File: src/rtl/cache_arbiter.sv
// Arbitrates I-cache fills and D-cache fills/writebacks onto one physical memory port.
// Optional macro ARB_ROUND_ROBIN_EN: alternate grants on contention instead of D-over-I priority.
module cache_arbiter (
    input  logic         clk,
    input  logic         reset,

    input  logic         i_pmem_read,
    input  logic [15:0]  i_pmem_address,
    output logic [127:0] i_pmem_rdata,
    output logic         i_pmem_resp,

    input  logic         d_pmem_read,
    input  logic         d_pmem_write,
    input  logic [15:0]  d_pmem_address,
    input  logic [127:0] d_pmem_wdata,
    output logic [127:0] d_pmem_rdata,
    output logic         d_pmem_resp,

    output logic         pmem_read,
    output logic         pmem_write,
    output logic [15:0]  pmem_address,
    output logic [127:0] pmem_wdata,
    input  logic [127:0] pmem_rdata,
    input  logic         pmem_resp,

    output logic         arb_busy
);

    typedef enum logic [1:0] {
        ST_IDLE    = 2'b00,
        ST_SERVE_I = 2'b01,
        ST_SERVE_D = 2'b10
    } state_t;

    state_t r_state;
    state_t w_state_next;
    logic   w_d_req;
    logic   w_grant_d;

    assign w_d_req = d_pmem_read | d_pmem_write;

`ifdef ARB_ROUND_ROBIN_EN
    logic r_last_d;

    // Last-served tracker, updated only when memory completes a service
    always_ff @(posedge clk) begin
        if (reset) begin
            r_last_d <= 1'b1;
        end else if ((r_state == ST_SERVE_D) && pmem_resp) begin
            r_last_d <= 1'b1;
        end else if ((r_state == ST_SERVE_I) && pmem_resp) begin
            r_last_d <= 1'b0;
        end else begin
            r_last_d <= r_last_d;
        end
    end

    // On contention, D wins only if I was served last
    assign w_grant_d = w_d_req & (~i_pmem_read | ~r_last_d);
`else
    assign w_grant_d = w_d_req;
`endif

    // State register
    always_ff @(posedge clk) begin
        if (reset) begin
            r_state <= ST_IDLE;
        end else begin
            r_state <= w_state_next;
        end
    end

    // Next-state: completion or a withdrawn request both return to IDLE
    always_comb begin
        w_state_next = r_state;
        case (r_state)
            ST_IDLE: begin
                if (w_grant_d) begin
                    w_state_next = ST_SERVE_D;
                end else if (i_pmem_read) begin
                    w_state_next = ST_SERVE_I;
                end else begin
                    w_state_next = ST_IDLE;
                end
            end
            ST_SERVE_I: begin
                if (pmem_resp || !i_pmem_read) begin
                    w_state_next = ST_IDLE;
                end else begin
                    w_state_next = ST_SERVE_I;
                end
            end
            ST_SERVE_D: begin
                if (pmem_resp || !w_d_req) begin
                    w_state_next = ST_IDLE;
                end else begin
                    w_state_next = ST_SERVE_D;
                end
            end
            default: begin
                w_state_next = ST_IDLE;
            end
        endcase
    end

    // Output steering: strobes and resp follow the granted requester combinationally
    always_comb begin
        pmem_read    = 1'b0;
        pmem_write   = 1'b0;
        pmem_address = 16'h0000;
        pmem_wdata   = 128'h0;
        i_pmem_resp  = 1'b0;
        d_pmem_resp  = 1'b0;
        arb_busy     = 1'b0;
        case (r_state)
            ST_SERVE_I: begin
                pmem_read    = i_pmem_read;
                pmem_address = i_pmem_address;
                i_pmem_resp  = pmem_resp;
                arb_busy     = 1'b1;
            end
            ST_SERVE_D: begin
                pmem_write   = d_pmem_write;
                pmem_read    = d_pmem_read & ~d_pmem_write;
                pmem_address = d_pmem_address;
                pmem_wdata   = d_pmem_wdata;
                d_pmem_resp  = pmem_resp;
                arb_busy     = 1'b1;
            end
            ST_IDLE: begin
                arb_busy     = 1'b0;
            end
            default: begin
                arb_busy     = 1'b0;
            end
        endcase
    end

    assign i_pmem_rdata = pmem_rdata;
    assign d_pmem_rdata = pmem_rdata;

endmodule

File: config.mk
export PLATFORM = sky130hd
export DESIGN_NAME = cache_arbiter
export DESIGN_NICKNAME = d
export VERILOG_FILES = /design/src/rtl/cache_arbiter.sv
export SDC_FILE = /design/constraint.sdc
export NUM_CORES = 1
export LEC_CHECK = 0
export CAP_MARGIN = 25
export CORE_AREA = 2 2 269 271
export CTS_CLUSTER_DIAMETER = 50
export CTS_CLUSTER_SIZE = 10
export DETAILED_ROUTE_END_ITERATION = 10
export DIE_AREA = 0 0 271 273
export SYNTH_ARGS = -nofsm -noshare
export SYNTH_HDL_FRONTEND = slang
export SYNTH_SLANG_ARGS = --single-unit
File: constraint.sdc
create_clock -name clk -period 1.65 [get_ports clk]
set_input_delay 0.2475 -clock clk [delete_from_list [all_inputs] [get_ports clk]]
set_output_delay 0.2475 -clock clk [all_outputs]
set_load 0.02 [all_outputs]
# ---- After elaboration in Yosys (flattened, before gate mapping)
# Cells that the tools add are included.
dict set report word_totals {
  ff_bits 2
  elab_cells 24
  output_inout_bits 405
}
dict set report classes {
  n_mux 12
  reduce_logical 6
  n_eq_ne 2
  bitwise 3
}
# op count
set op_table {}
lappend op_table {{$mux 128} 1}
lappend op_table {{$pmux 16 s2} 1}
lappend op_table {{$mux 1} 6}
lappend op_table {{$pmux 2 s3} 1}
lappend op_table {{$mux 2} 2}
lappend op_table {{$eq 2x1->1 const B} 1}
lappend op_table {{$eq 2x2->1 const B} 1}
lappend op_table {{$logic_not 1->1} 2}
lappend op_table {{$logic_not 2->1} 1}
lappend op_table {{$logic_or 1x1->1} 2}
lappend op_table {{$pmux 1 s2} 1}
lappend op_table {{$reduce_or 2->1} 1}
lappend op_table {{$and 1x1->1} 1}
lappend op_table {{$not 1->1} 1}
lappend op_table {{$or 1x1->1} 1}

# ---- Logic depth before layout (Yosys ltp)
dict set report depth {
  ltp_word 5
  mapped_depth 6
  depth_no_buf 4
}

# ---- Least setup slack after synthesis
# OpenSTA, ideal clock, no wires.
dict set report synth_timing {
  path_kind {flip-flop to output port}
  startpoint {register r_state[1]}
  endpoint {output port pmem_address[10]}
  arrival_ps 1457
  required_time_ps 1402
  path_buffers 1
  setup_slack_ps -55
  path_stages_with_launch 5
  cell_sequence {dfxtp_1 inv_1 ha_1 clkbuf_1 nor2b_1}
}
dict set report synth_between {
  elab_chain_len 2
  word_cells_on_any_way 3
}
# item line_no
set synth_lines {}
lappend synth_lines {{start: declaration} 35} ;# state_t r_state;
lappend synth_lines {{start signal: assignment} 69} ;# r_state <= w_state_next;
lappend synth_lines {{$eq 2x2->1 or $eq 2x1->1 (tied branches)} 115} ;# case (r_state)
lappend synth_lines {{$pmux 16 s2 (*)} 115}
lappend synth_lines {{end: declaration} 21} ;# output logic [15:0] pmem_address,
# Mark *: on every way between the ends. The rest lies on a longest branch, timed or not.

# ---- Worst setup path after layout
dict set report layout_timing {
  startpoint {register r_state[1]}
  endpoint {output port pmem_wdata[87]}
}
dict set report layout_between {
  elab_chain_len 2
}
# item line_no
set layout_lines {}
lappend layout_lines {{$eq 2x2->1} 115}
lappend layout_lines {{$mux 128} 115}
lappend layout_lines {{end: declaration} 22} ;# output logic [127:0] pmem_wdata,
# No other way between the ends.

==> results.py <==
metrics = {
    "status": {
        "outcome": "finished, violations left",
        "violations": "setup timing",
    },
    "clocking": {
        "clkTransAtPathRegs_ps": 30,
        "tritoncts": "built",
        "insertion_delay_ps": 230,
        "cts-htree-levels": 1,
        "clock_path_buffers": 2,
        "cts_sinks": 2,
        "cts-root-buf": "clkbuf_16",
        "hold_buffers": 0,
        "cts_made_buffers": 3,
    },
    "final_layout": {
        "layout.nets": 838,
        "instances_no_fill": 1490,
        "final_cell_mix": "165 x clkdlybuf4s50_1, 74 x and2_4, 71 x buf_6, 59 x buf_4, 57 x and2_1",
        "largest_register": "r_state",
        "area_delta_synth_final_pct": 102,
        "largest_reg_flops": 2,
        "layout_commonest_cell": "clkdlybuf4s50_1",
        "top_regs": "r_state (2)",
        "fillCellCount": 8192,
        "fin_util": 0.0920,
        "drive_above_1_share": 0.557,
    },
    "sta": {
        "fmax_mhz": 552,
        "skew_ps": 0.0397,
        "period_needed_ps": 1810,
        "setup-violations-final": 112,
        "maxSlewHeadroom": 0.888,
        "worst_pin_slew_ps": 168,
        "timing.final.ws_setup_ps": -163,
        "maxSlewViolCount": 0,
        "rsz0062_at_grt": "true",
        "fin_crit_sh": 1.10,
        "finalHoldViolCount": 0,
        "whs_ps": 495,
    },
    "global_route": {
        "grtUsageTotal": 0.0519,
        "grt_pass1_vias": 3433,
        "grt_pass1_wl_um": 26500,
        "busiest_layer": "met2",
        "grtUsageMet2": 0.0927,
        "grt_overflow": 0,
        "grt_use_met3": 0.0416,
        "grt_max_degree": 73,
        "antenna_found_initial": 14,
        "use_met1": 0.0355,
    },
    "setup_path": {
        "crit_path_frequent_cell": "buf_12",
        "crit_path_max_fanout": 6,
        "worstSetupPathType": "register to output port",
        "worst_setup_path_end_kind": "output port",
        "cpMaxStageDelayCell": "dfxtp_4",
        "cp.arrival_ps": 1570,
        "cp.required_ps": 1400,
        "startpoint_type": "register",
        "crit_buf_inv": 5,
        "crit_chain": "buf_6 -> ha_4 -> buf_6 -> buf_12 -> buf_12 -> and2_4 -> buf_12",
        "slowest_delay_ps": 350,
        "crit_family": "buffers and inverters",
    },
    "die": {
        "die_h_um": 273,
        "initial_core_util": 0.0456,
        "fp-row-count": 98,
        "dieWidth_um": 271,
        "ioPinCount": 699,
        "core_um2": 71000,
        "die_area_um2": 74000,
    },
    "placement": {
        "port_buffers": 314,
        "dp.cells": 1468,
        "globalplace.congestion": 0.872,
        "dp_hpwl_um": 18500,
    },
    "drt": {
        "drtIter0Drc": 31,
        "ant_nets": 0,
        "wl_per_cell_um": 15.6,
        "viasPerCell": 2.19,
        "dr.pass1.iters": 4,
        "drt-total-wl_um": 23200,
        "via_count": 3258,
        "drc": 0,
    },
    "logic_synthesis": {
        "syn_inst": 456,
        "synth.distinct_cells": 18,
        "synth_top_area_frac": 0.600,
        "ys_seq_area_frac": 0.0124,
        "netlist_area_um2": 3240,
        "synth_area_per_cell_um2": 7.10,
        "synth.area.top_cells": "buf_4 60%, and2_1 25%, a22oi_1 3.7%",
        "yosysWarnings": 0,
        "synth-seq-cells": 2,
        "syn-num-nets": 755,
        "yosys.area.top_type": "buf_4",
    },
    "run": {
        "maxCapViolations": 0,
    },
    "min_path": {
        "hold_path_class": "primary input to output port",
    },
    "pwr": {
        "leakage_nw": 2.49,
        "power_density_nw_per_um2": 361,
        "peakVddDrop_v": 0.000337,
    },
}
where the power goes:
part	leakage [nW]	internal [mW]	total, mW	switching [mW]
clock	0.0370	0.310	0.380	0.0706
combinational	2.43	1.14	1.92	0.786
sequential	0.0175	0.0521	0.0558	0.00379
total	2.49	1.50	2.36	0.860
stage by stage:
step	worst slack [ps]	setup TNS, ps	power (mW)	instance area, um^2
detailed placement	-376	-35280	1.67	5920
floorplan	33.6	0	1.53	3260
global placement	-372	-33540	1.67	5920
finish	-163	-9460	2.36	6530
CTS	-169	-8670	2.04	5830
global route	-200	-14820	2.49	6530
path summary, 6_finish.rpt:
kind | from | to | slack (ps) | depth (start not counted)
hold reg to reg | r_state[1] | r_state[1] | 700 | 3
setup / recovery | r_state[1] | pmem_wdata[87] | -160 | 7
hold / removal | pmem_rdata[46] | d_pmem_rdata[46] | 500 | 0
setup reg to reg | r_state[0] | r_state[0] | 350 | 6
Yosys cell counts:
master,number
and2_1,131
buf_2,5
buf_6,1
a22oi_1,16
o221a_2,1
nor2_1,1
nor2b_1,18
a21boi_0,1
inv_1,2
nand2_1,1
ha_1,5
nand3b_1,1
o211a_1,1
buf_4,259
nor3b_1,1
dfxtp_1,2
clkbuf_2,6
clkbuf_1,4
cell families after synthesis:
family,Yosys count,share of synthesized area
compound gates,19,0.0460
fa+ha+maj,5,0.0193
buf+inv,277,0.628
flops,2,0.0124
simple gates,153,0.295
cell type report:
| class | instances | area, um^2 | share of cell area |
|---|---|---|---|
| Timing Repair Buffer | 353 | 3720 | 0.569 |
| Tap cell | 950 | 1190 | 0.182 |
| Antenna cell | 3 | 7.51 | 0.00115 |
| Inverter | 2 | 7.51 | 0.00115 |
| Clock buffer | 3 | 75.1 | 0.0115 |
| Sequential cell | 2 | 45.0 | 0.00690 |
| Multi-Input combinational cell | 177 | 1490 | 0.228 |
worst reg2reg max path, stage by stage, from the launching register on:
cell	delay [ps]
dfxtp_2	320
buf_6	120
ha_4	160
buf_12	140
buf_6	130
nor2b_1	130
o211a_1	200
metal layers:
layer / up-vias / wire length, um
met5: - / 60
met4: 10 / 1380
met3: 99 / 4340
met2: 503 / 11500
met1: 1339 / 5960
li1: 1307 / -
timing repair:
item | 4_1_cts | 5_1_grt
buffers inserted | 0 | 7
gates resized for setup | 538 | 228
cloned | 1 | 8
setup endpoints to repair | 149 | 149
pin swaps | 0 | 6
(Power assumes the default switching activity.)
